File: config.mk
export PLATFORM = sky130hd
export DESIGN_NAME = clk_gate_seq
export DESIGN_NICKNAME = d
export VERILOG_FILES = /design/src/rtl/clk_gate_seq.sv
export SDC_FILE = /design/constraint.sdc
export NUM_CORES = 1
export LEC_CHECK = 0
export CAP_MARGIN = 10
export CORE_ASPECT_RATIO = 0.75
export CORE_UTILIZATION = 40
export DETAILED_ROUTE_END_ITERATION = 16
export GPL_TIMING_DRIVEN = 1
export MAX_ROUTING_LAYER = met4
export PLACE_DENSITY = 0.7
export SKIP_LAST_GASP = 1
export SLEW_MARGIN = 20
export SYNTH_ARGS = -nofsm -noshare
export SYNTH_HDL_FRONTEND = slang
export SYNTH_SLANG_ARGS = --single-unit
File: constraint.sdc
create_clock -name HCLK -period 3.7 [get_ports HCLK]
set_clock_uncertainty 0.15 [all_clocks]
set_input_delay 0.555 -clock HCLK [delete_from_list [all_inputs] [get_ports HCLK]]
set_output_delay 0.555 -clock HCLK [all_outputs]
set_load 0.01 [all_outputs]
File: src/rtl/clk_gate_seq.sv
// clk_gate_seq: serialises per-peripheral clock gate/ungate requests through an idle handshake.
// Latency: request change to first output update is 2 HCLK edges; one channel sequenced at a time.
// Backpressure: REQ waits on idle_ack_i; optional timeout (CLK_GATE_SEQ_TIMEOUT_EN) aborts and blocks the channel.
module clk_gate_seq #(
  parameter int NUM_PERIPH    = 32,
  parameter int SETTLE_CYCLES = 2,
  parameter int ACK_TIMEOUT   = 255
) (
  input  logic                  HCLK,
  input  logic                  HRESETn,
  input  logic [NUM_PERIPH-1:0] clk_gate_i,
  input  logic [NUM_PERIPH-1:0] idle_ack_i,
  input  logic                  timeout_clr_i,
  output logic [NUM_PERIPH-1:0] clk_en_o,
  output logic [NUM_PERIPH-1:0] idle_req_o,
  output logic                  busy_o,
  output logic [NUM_PERIPH-1:0] timeout_o
);

  localparam int IDX_W = (NUM_PERIPH > 1) ? $clog2(NUM_PERIPH) : 1;

  typedef enum logic [2:0] {
    ST_IDLE,
    ST_REQ,
    ST_GATE,
    ST_UNGATE,
    ST_RELEASE
`ifdef CLK_GATE_SEQ_TIMEOUT_EN
    , ST_ABORT
`endif
  } state_t;

  state_t                  state_q, state_d;
  logic [IDX_W-1:0]        idx_q, pick_idx;
  logic [7:0]              cnt_q;
  logic                    busy_q;
  logic [NUM_PERIPH-1:0]   req_q, clk_en_q, idle_req_q;
  logic [NUM_PERIPH-1:0]   nxt_clk_en, nxt_idle_req;
  logic [NUM_PERIPH-1:0]   pending;
  logic                    settle_done, ack_hit;

`ifdef CLK_GATE_SEQ_TIMEOUT_EN
  logic [NUM_PERIPH-1:0]   blocked_q, timeout_q, abort_mask;
  logic                    ack_expired;

  assign ack_expired = (cnt_q == 8'(ACK_TIMEOUT - 1));
  assign pending     = (req_q ^ clk_en_q) & ~blocked_q;
  assign timeout_o   = timeout_q;
`else
  logic [8:0]              unused_timeout_cfg;

  assign unused_timeout_cfg = {timeout_clr_i, 8'(ACK_TIMEOUT)};
  assign pending            = req_q ^ clk_en_q;
  assign timeout_o          = '0;
`endif

  assign settle_done = (cnt_q == 8'(SETTLE_CYCLES - 1));
  assign ack_hit     = idle_ack_i[idx_q];
  assign clk_en_o    = clk_en_q;
  assign idle_req_o  = idle_req_q;
  assign busy_o      = busy_q;

  // Lowest-index pending channel wins.
  always_comb begin
    pick_idx = '0;
    for (int i = NUM_PERIPH - 1; i >= 0; i--) begin
      if (pending[i]) pick_idx = IDX_W'(i);
    end
  end

  // State, channel index, per-state cycle counter, busy flag and request sampling.
  always_ff @(posedge HCLK or negedge HRESETn) begin
    if (!HRESETn) begin
      state_q <= ST_IDLE;
      idx_q   <= '0;
      cnt_q   <= '0;
      busy_q  <= 1'b0;
      req_q   <= '1;
    end else begin
      state_q <= state_d;
      if (state_q == ST_IDLE) idx_q <= pick_idx;
      cnt_q   <= (state_d != state_q) ? 8'd0 : cnt_q + 8'd1;
      busy_q  <= (state_d != ST_IDLE);
      req_q   <= clk_gate_i;
    end
  end

  // Next-state selection for the single in-flight sequence.
  always_comb begin
    state_d = state_q;
    case (state_q)
      ST_IDLE:    if (|pending) state_d = clk_en_q[pick_idx] ? ST_REQ : ST_UNGATE;
      ST_REQ: begin
        if (ack_hit) state_d = ST_GATE;
`ifdef CLK_GATE_SEQ_TIMEOUT_EN
        else if (ack_expired) state_d = ST_ABORT;
`endif
      end
      ST_GATE:    if (settle_done) state_d = ST_IDLE;
      ST_UNGATE:  if (settle_done) state_d = ST_RELEASE;
      ST_RELEASE: state_d = ST_IDLE;
`ifdef CLK_GATE_SEQ_TIMEOUT_EN
      ST_ABORT:   state_d = ST_IDLE;
`endif
      default:    state_d = ST_IDLE;
    endcase
  end

  // Next values of the registered per-channel outputs, driven by the current transition.
  always_comb begin
    nxt_clk_en   = clk_en_q;
    nxt_idle_req = idle_req_q;
`ifdef CLK_GATE_SEQ_TIMEOUT_EN
    abort_mask   = '0;
`endif
    case (state_q)
      ST_IDLE: begin
        if (|pending) begin
          if (clk_en_q[pick_idx]) nxt_idle_req[pick_idx] = 1'b1;
          else                    nxt_clk_en[pick_idx]   = 1'b1;
        end
      end
      ST_REQ:     if (ack_hit) nxt_clk_en[idx_q] = 1'b0;
      ST_UNGATE:  if (settle_done) nxt_idle_req[idx_q] = 1'b0;
`ifdef CLK_GATE_SEQ_TIMEOUT_EN
      ST_ABORT: begin
        nxt_idle_req[idx_q] = 1'b0;
        abort_mask[idx_q]   = 1'b1;
      end
`endif
      default: ;
    endcase
  end

  // Output registers; a clear pulse never wipes a flag being raised in the same cycle.
  always_ff @(posedge HCLK or negedge HRESETn) begin
    if (!HRESETn) begin
      clk_en_q   <= '1;
      idle_req_q <= '0;
`ifdef CLK_GATE_SEQ_TIMEOUT_EN
      blocked_q  <= '0;
      timeout_q  <= '0;
`endif
    end else begin
      clk_en_q   <= nxt_clk_en;
      idle_req_q <= nxt_idle_req;
`ifdef CLK_GATE_SEQ_TIMEOUT_EN
      blocked_q  <= (blocked_q & (req_q ^ clk_en_q)) | abort_mask;
      timeout_q  <= timeout_clr_i ? abort_mask : (timeout_q | abort_mask);
`endif
    end
  end

endmodule

# Word level (Yosys, flattened, before mapping)
# Cells that the tools add are included.
dict set report classes {
  addsub 1
  magnitude_cmp 4
  n_eq_ne 10
  n_mux 55
  bitwise 6
  n_reduce_logical 9
}
# cell count
set op_table {}
lappend op_table {{$mux 32} 6}
lappend op_table {{$mux 5} 32}
lappend op_table {{$pmux 32 s2} 2}
lappend op_table {{$and 32x32->32} 2}
lappend op_table {{$or 32x32->32} 2}
lappend op_table {{$not 32->32} 1}
lappend op_table {{$reduce_or 32->1} 1}
lappend op_table {{$xor 32x32->32} 1}
lappend op_table {{$lt 5x6->1 const B} 2}
lappend op_table {{$mux 3} 4}
lappend op_table {{$pmux 3 s4} 1}
lappend op_table {{$bmux 1 s5} 2}
lappend op_table {{$demux 1 s5} 2}
lappend op_table {{$ge 5x1->1 const B} 2}
lappend op_table {{$add 8x1->8 const B} 1}
lappend op_table {{$eq 8x1->1 const B} 1}
lappend op_table {{$mux 8} 1}
lappend op_table {{$reduce_and 4->1} 2}
lappend op_table {{$eq 3x2->1 const B} 2}
lappend op_table {{$ne 2x2->1 const B} 3}
lappend op_table {{$mux 1} 4}
lappend op_table {{$ne 2x1->1 const B} 2}
lappend op_table {{$reduce_bool 2->1} 2}
lappend op_table {{$eq 3x1->1 const B} 1}
lappend op_table {{other kinds (5)} 6}
dict set report word_totals {
  register_bits 113
  in_bits 67
  output_inout_bits 97
  elab_cells 92
}

# Longest topological paths before layout
dict set report depth {
  word_depth 41
  depth_mapped 13
  depth_no_buf 11
}

# Worst setup path after synthesis
# Ideal clock, no wire load.
dict set report synth_timing {
  path_kind {reg2reg}
  start {reg clk_en_q[18] (netlist: clk_en_o[18])}
  end {reg idle_req_q[23] (netlist: idle_req_o[23])}
  setup_ns 0.077
  t_arrival_ns 3.239
  required_ns 3.473
  path_slack_ns 0.234
  stages_incl_launch_ff 13
  n_path_buf 1
  synth_period_minus_slack_ns 3.466
  cell_sequence {dfstp_2 > xor2_1 > or4_4 > nor3_4 > and3_2 > a21oi_1 > or2_0 > or3_1 > o311a_1 > and3_4 > or3b_1 > buf_6 > o21ai_1}
}
dict set report synth_via {
  elab_chain_len 28
  word_cells_on_any_way 35
  classes_between {2 x order compare; 2 x eq/ne; 26 x mux; 2 x bitwise; 3 x reduce/logical}
}
# element line
set synth_rtl {}
lappend synth_rtl {{start, declared} 37} ;# logic [NUM_PERIPH-1:0] req_q, clk_en_q, idle_req_q;
lappend synth_rtl {{start signal, assigned} 145} ;# clk_en_q <= nxt_clk_en;
lappend synth_rtl {{$xor 32x32->32} 53} ;# assign pending = req_q ^ clk_en_q;
lappend synth_rtl {{$mux 5 (19 in a row)} 67} ;# if (pending[i]) pick_idx = IDX_W'(i);
lappend synth_rtl {{$lt 5x6->1 (not written as such) or $ge 5x1->1 (tied branches)} 119} ;# if (clk_en_q[pick_idx]) nxt_idle_req[pick_idx] = 1'b1;
lappend synth_rtl {{$logic_and 1x1->1 (not written as such)} 119}
lappend synth_rtl {{$mux 1 (not written as such)} 119}
lappend synth_rtl {{$demux 1 s5} 119}
lappend synth_rtl {{$or 32x32->32 (no line)} n/a}
lappend synth_rtl {{$mux 32} 119}
lappend synth_rtl {{$mux 32} 118} ;# if (|pending) begin
lappend synth_rtl {{$pmux 32 s2} 116} ;# case (state_q)
lappend synth_rtl {{end signal, assigned} 146} ;# idle_req_q <= nxt_idle_req;
lappend synth_rtl {{end, declared} 37}
# Several ways; a longest one is shown, not always the timed one. The select of a mux whose other input is x is not followed.
# A chain may end at the register's enable or synchronous reset.

# Final worst setup path
dict set report layout_timing {
  start {reg clk_en_q[19] (netlist: clk_en_o[19])}
  end {reg idle_req_q[19] (netlist: idle_req_o[19])}
}
dict set report layout_via {
  elab_chain_len 29
  word_cells_on_any_way 36
  classes_between {2 x order compare; 2 x eq/ne; 27 x mux; 2 x bitwise; 3 x reduce/logical}
}
# element line
set layout_rtl {}
lappend layout_rtl {{$xor 32x32->32} 53}
lappend layout_rtl {{$mux 5 (20 in a row)} 67}
lappend layout_rtl {{$lt 5x6->1 (not written as such) or $ge 5x1->1 (tied branches)} 119}
lappend layout_rtl {{$logic_and 1x1->1 (not written as such)} 119}
lappend layout_rtl {{$mux 1 (not written as such)} 119}
lappend layout_rtl {{$demux 1 s5} 119}
lappend layout_rtl {{$or 32x32->32 (no line)} n/a}
lappend layout_rtl {{$mux 32} 119}
lappend layout_rtl {{$mux 32} 118}
lappend layout_rtl {{$pmux 32 s2} 116}
# Several ways; a longest one is shown, not always the timed one. The select of a mux whose other input is x is not followed.

==> out/qor.yml <==
power_and_ir_drop:
  clkPwrFrac: 0.306
  ir_drop_uv: 337
  intPower_w: 0.00339
  p_sw_frac: 0.379
  power_frac_comb: 0.414
  p_sw_w: 0.00207
  power_density_nw_per_um2: 564
  pwr-share-seq: 0.279
  p_leak_nw: 3.95
setup_path:
  endpoint_kind: "flip-flop"
  start_kind: "flip-flop"
  rr_endpoint: "idle_req_o[19]"
  crit_top_cell: "and3_4"
  required_ns: 3.90
  crit_chain: "xor2_4 -> or4_4 -> nor3_4 -> and3_4 -> a21oi_2 -> or2_1 -> or3_4 -> o311a_4 -> and3_4 -> or3b_4 -> o21ai_1"
  critPathMaxFanout: 8
  critPathArrivalTime_ns: 3.86
  cp_slowest_cell: "dfstp_2"
  rr_worst_depth: 11
  rrSetupSlack_ns: 0.04
  max_stage_delay_ns: 0.60
  r2r_start: "clk_en_o[19]"
  worstSetupPathType: "reg -> reg"
routing:
  viasPerCell: 5.64
  drcViolationCount: 0
  dr.pass1.iters: 5
  drt_wl_total_um: 24200
  postRouteAntennaNets: 0
  drtIter0Drc: 556
  wire_per_inst_um: 21.7
  num_vias: 6261
layout:
  multi_input_area_um2: 3530
  final_nets: 961
  mostFrequentLayoutCells: "129 x clkdlybuf4s50_1, 120 x buf_4, 82 x o21ai_0"
  drive_gt1_frac: 0.334
  postLayoutCellArea_um2: 9690
  layout_commonest_cell: "clkdlybuf4s50_1"
  fillCellCount: 1266
  regArea_um2: 2910
  syn_to_final_growth_pct: 52.9
placed_design:
  port_buffers: 130
  placed_area_um2: 8610
  post-place-ws_ns: -0.709
  place_hpwl_um: 18300
  gp_congestion: 0.972
sta:
  rsz0062_at_grt: "yes"
  setup_viol: 0
  max_freq_mhz: 273
  holdWs_ns: 0.00532
  slew_headroom: 0.508
  hold_viol_final: 0
  setup_ws_ns: 0.0363
  min_period_ns: 3.66
  period_share: 0.990
  drv_slew: 0
  tightest_slew_ns: 0.738
logic_synthesis:
  ys_seq_area_frac: 0.459
  ys_warn_count: 0
  ys_async_sr_fraction: 1.00
  synth_edf_count: 0
  avgSynthCellArea_um2: 9.87
  yosysUniqueCellTypes: 71
  synthFlopType: "dfstp_2"
  ys_ff_latch: 113
  synth_area_um2: 6340
  synth_cells: 642
die:
  start_util: 0.412
  core_um2: 15400
  io-pin-count: 164
  die_h_um: 111
  rows: 39
  die_x_um: 147
  die_area_um2: 16400
cts:
  cts_root_buf: "clkbuf_16"
  clock_path_buffers: 2
  insertion_delay_ns: 0.42
  cts_sinks: 113
  ctsHoldBuffers: 0
  clkTransAtPathRegs_ns: 0.06
  cts_tree: "done"
  cts_made_buffers: 17
  ctsHtreeMaxLevel: 4
worst_hold_path:
  hold_class: "in -> async"
global_route:
  grt_max_degree: 51
  grt_overflow: 0
  antenna_found_initial: 1
  grt_pass1_wl_um: 36500
  grt_pass1_vias: 6330
  grt_usage: 0.311
flow_run:
  drv_cap: 0
run_status:
  outcome: "completed"
==> per-stage QoR <==
| step | util | setup TNS, ns | total power (W) | std cells |
|---|---|---|---|---|
| 2_1_floorplan | - | 0 | 0.00255 | 673 |
| 3_3_place_gp | 0.560 | -41.24 | 0.00344 | 1071 |
| 3_5_place_dp | 0.560 | -40.54 | 0.00348 | 1071 |
| 4_1_cts | 0.611 | 0 | 0.00536 | 1107 |
| 5_1_grt | 0.631 | -1.38 | 0.00567 | 1111 |
| 6_report | 0.631 | 0 | 0.00547 | 1111 |
==> metal layers <==
metal | routed length (um) | global-route usage
met1 | 10800 | 0.421
met2 | 10800 | 0.447
met3 | 2110 | 0.0909
met4 | 428 | 0.0935
met5 | 0 | -
==> Yosys cell counts (3+ instances only) <==
cell,count,area share
a211o_1,4,0.0055
a21oi_1,10,0.0079
a31oi_1,12,0.012
a41oi_1,6,0.0083
and2_1,4,0.0039
and3_1,7,0.0069
and4_1,3,0.0041
buf_2,7,0.0055
buf_4,32,0.038
clkbuf_1,17,0.010
dfrtp_1,49,0.19
dfstp_2,64,0.27
inv_1,18,0.011
mux2i_1,11,0.017
mux4_2,10,0.036
nand2_1,50,0.030
nand2b_1,6,0.0059
nand3_1,27,0.021
nand3b_1,3,0.0036
nand4_1,8,0.0079
nor2_1,30,0.018
nor2b_1,6,0.0059
nor3_1,12,0.0095
o211ai_1,32,0.038
o21ai_0,82,0.065
o21ai_1,9,0.0071
o221ai_1,8,0.011
o31ai_1,5,0.0059
or2_2,3,0.0030
or3_1,7,0.0069
xnor2_1,25,0.035
xor2_1,23,0.032
==> logic make-up (layout without fill, tap and decap cells) <==
logic type,Yosys count,after routing,share of synthesized area
xor+xnor,48,48,0.0663
flops,113,113,0.459
simple gates,182,182,0.150
buf+inv,76,308,0.0665
other cells,1,33,0.000592
fa+ha+maj,2,2,0.00395
compound gates,199,199,0.201
mux,21,21,0.0529
==> critical path, delay by kind of cell, from the launching register on <==
kind	cells	cell delay, ns
AOI/OAI and AO/OA	3	0.34
and+or+nand+nor	7	2.39
xor gates and xnor gates	1	0.10
DFF	1	0.60
==> layout make-up <==
class                   count  area share
diodes                      1    0.000258
clock buffers              18      0.0453
clock inverters            14      0.0170
inverters                  18     0.00697
multi-input cells         484       0.364
flip-flops and latches    113       0.300
well taps                 205      0.0265
repair buffers            258       0.240
==> registers in the layout (all words and copies together), names as in the netlist <==
| register | cells |
|---|---|
| busy_o | 1 |
| clk_en_o | 32 |
| cnt_q | 8 |
| idle_req_o | 32 |
| idx_q | 5 |
| req_q | 32 |
| state_q | 3 |
==> what timing repair did <==
| item | in CTS | in global routing |
|---|---|---|
| pin swaps | 6 | 37 |
| setup buffers | 3 | 4 |
| endpoints found under the setup margin | 65 | 65 |
| cloned | 1 | 0 |
| resized for setup | 24 | 55 |
==> power by group through the flow <==
stage	Clock (W)	Sequential, W	Combinational, W
2_1_floorplan	0	0.00149	0.00106
3_3_place_gp	0	0.00153	0.00191
3_5_place_dp	0	0.00154	0.00194
4_1_cts	0.00170	0.00152	0.00214
5_1_grt	0.00174	0.00155	0.00238
6_report	0.00168	0.00153	0.00227
==> worst max path at each step <==
| stage | startpoint | end | slack (ns) |
|---|---|---|---|
| floorplan | clk_en_o[18] | idle_req_o[23] | 0.23 |
| global placement | req_q[30] | idle_req_o[10] | -0.70 |
| detailed placement | req_q[30] | idle_req_o[10] | -0.71 |
| CTS | clk_en_o[23] | clk_en_o[22] | 0.002 |
| global route | clk_en_o[11] | idle_req_o[11] | -0.11 |
| finish | clk_en_o[19] | idle_req_o[19] | 0.04 |
Power figures use the tool's default switching activity.
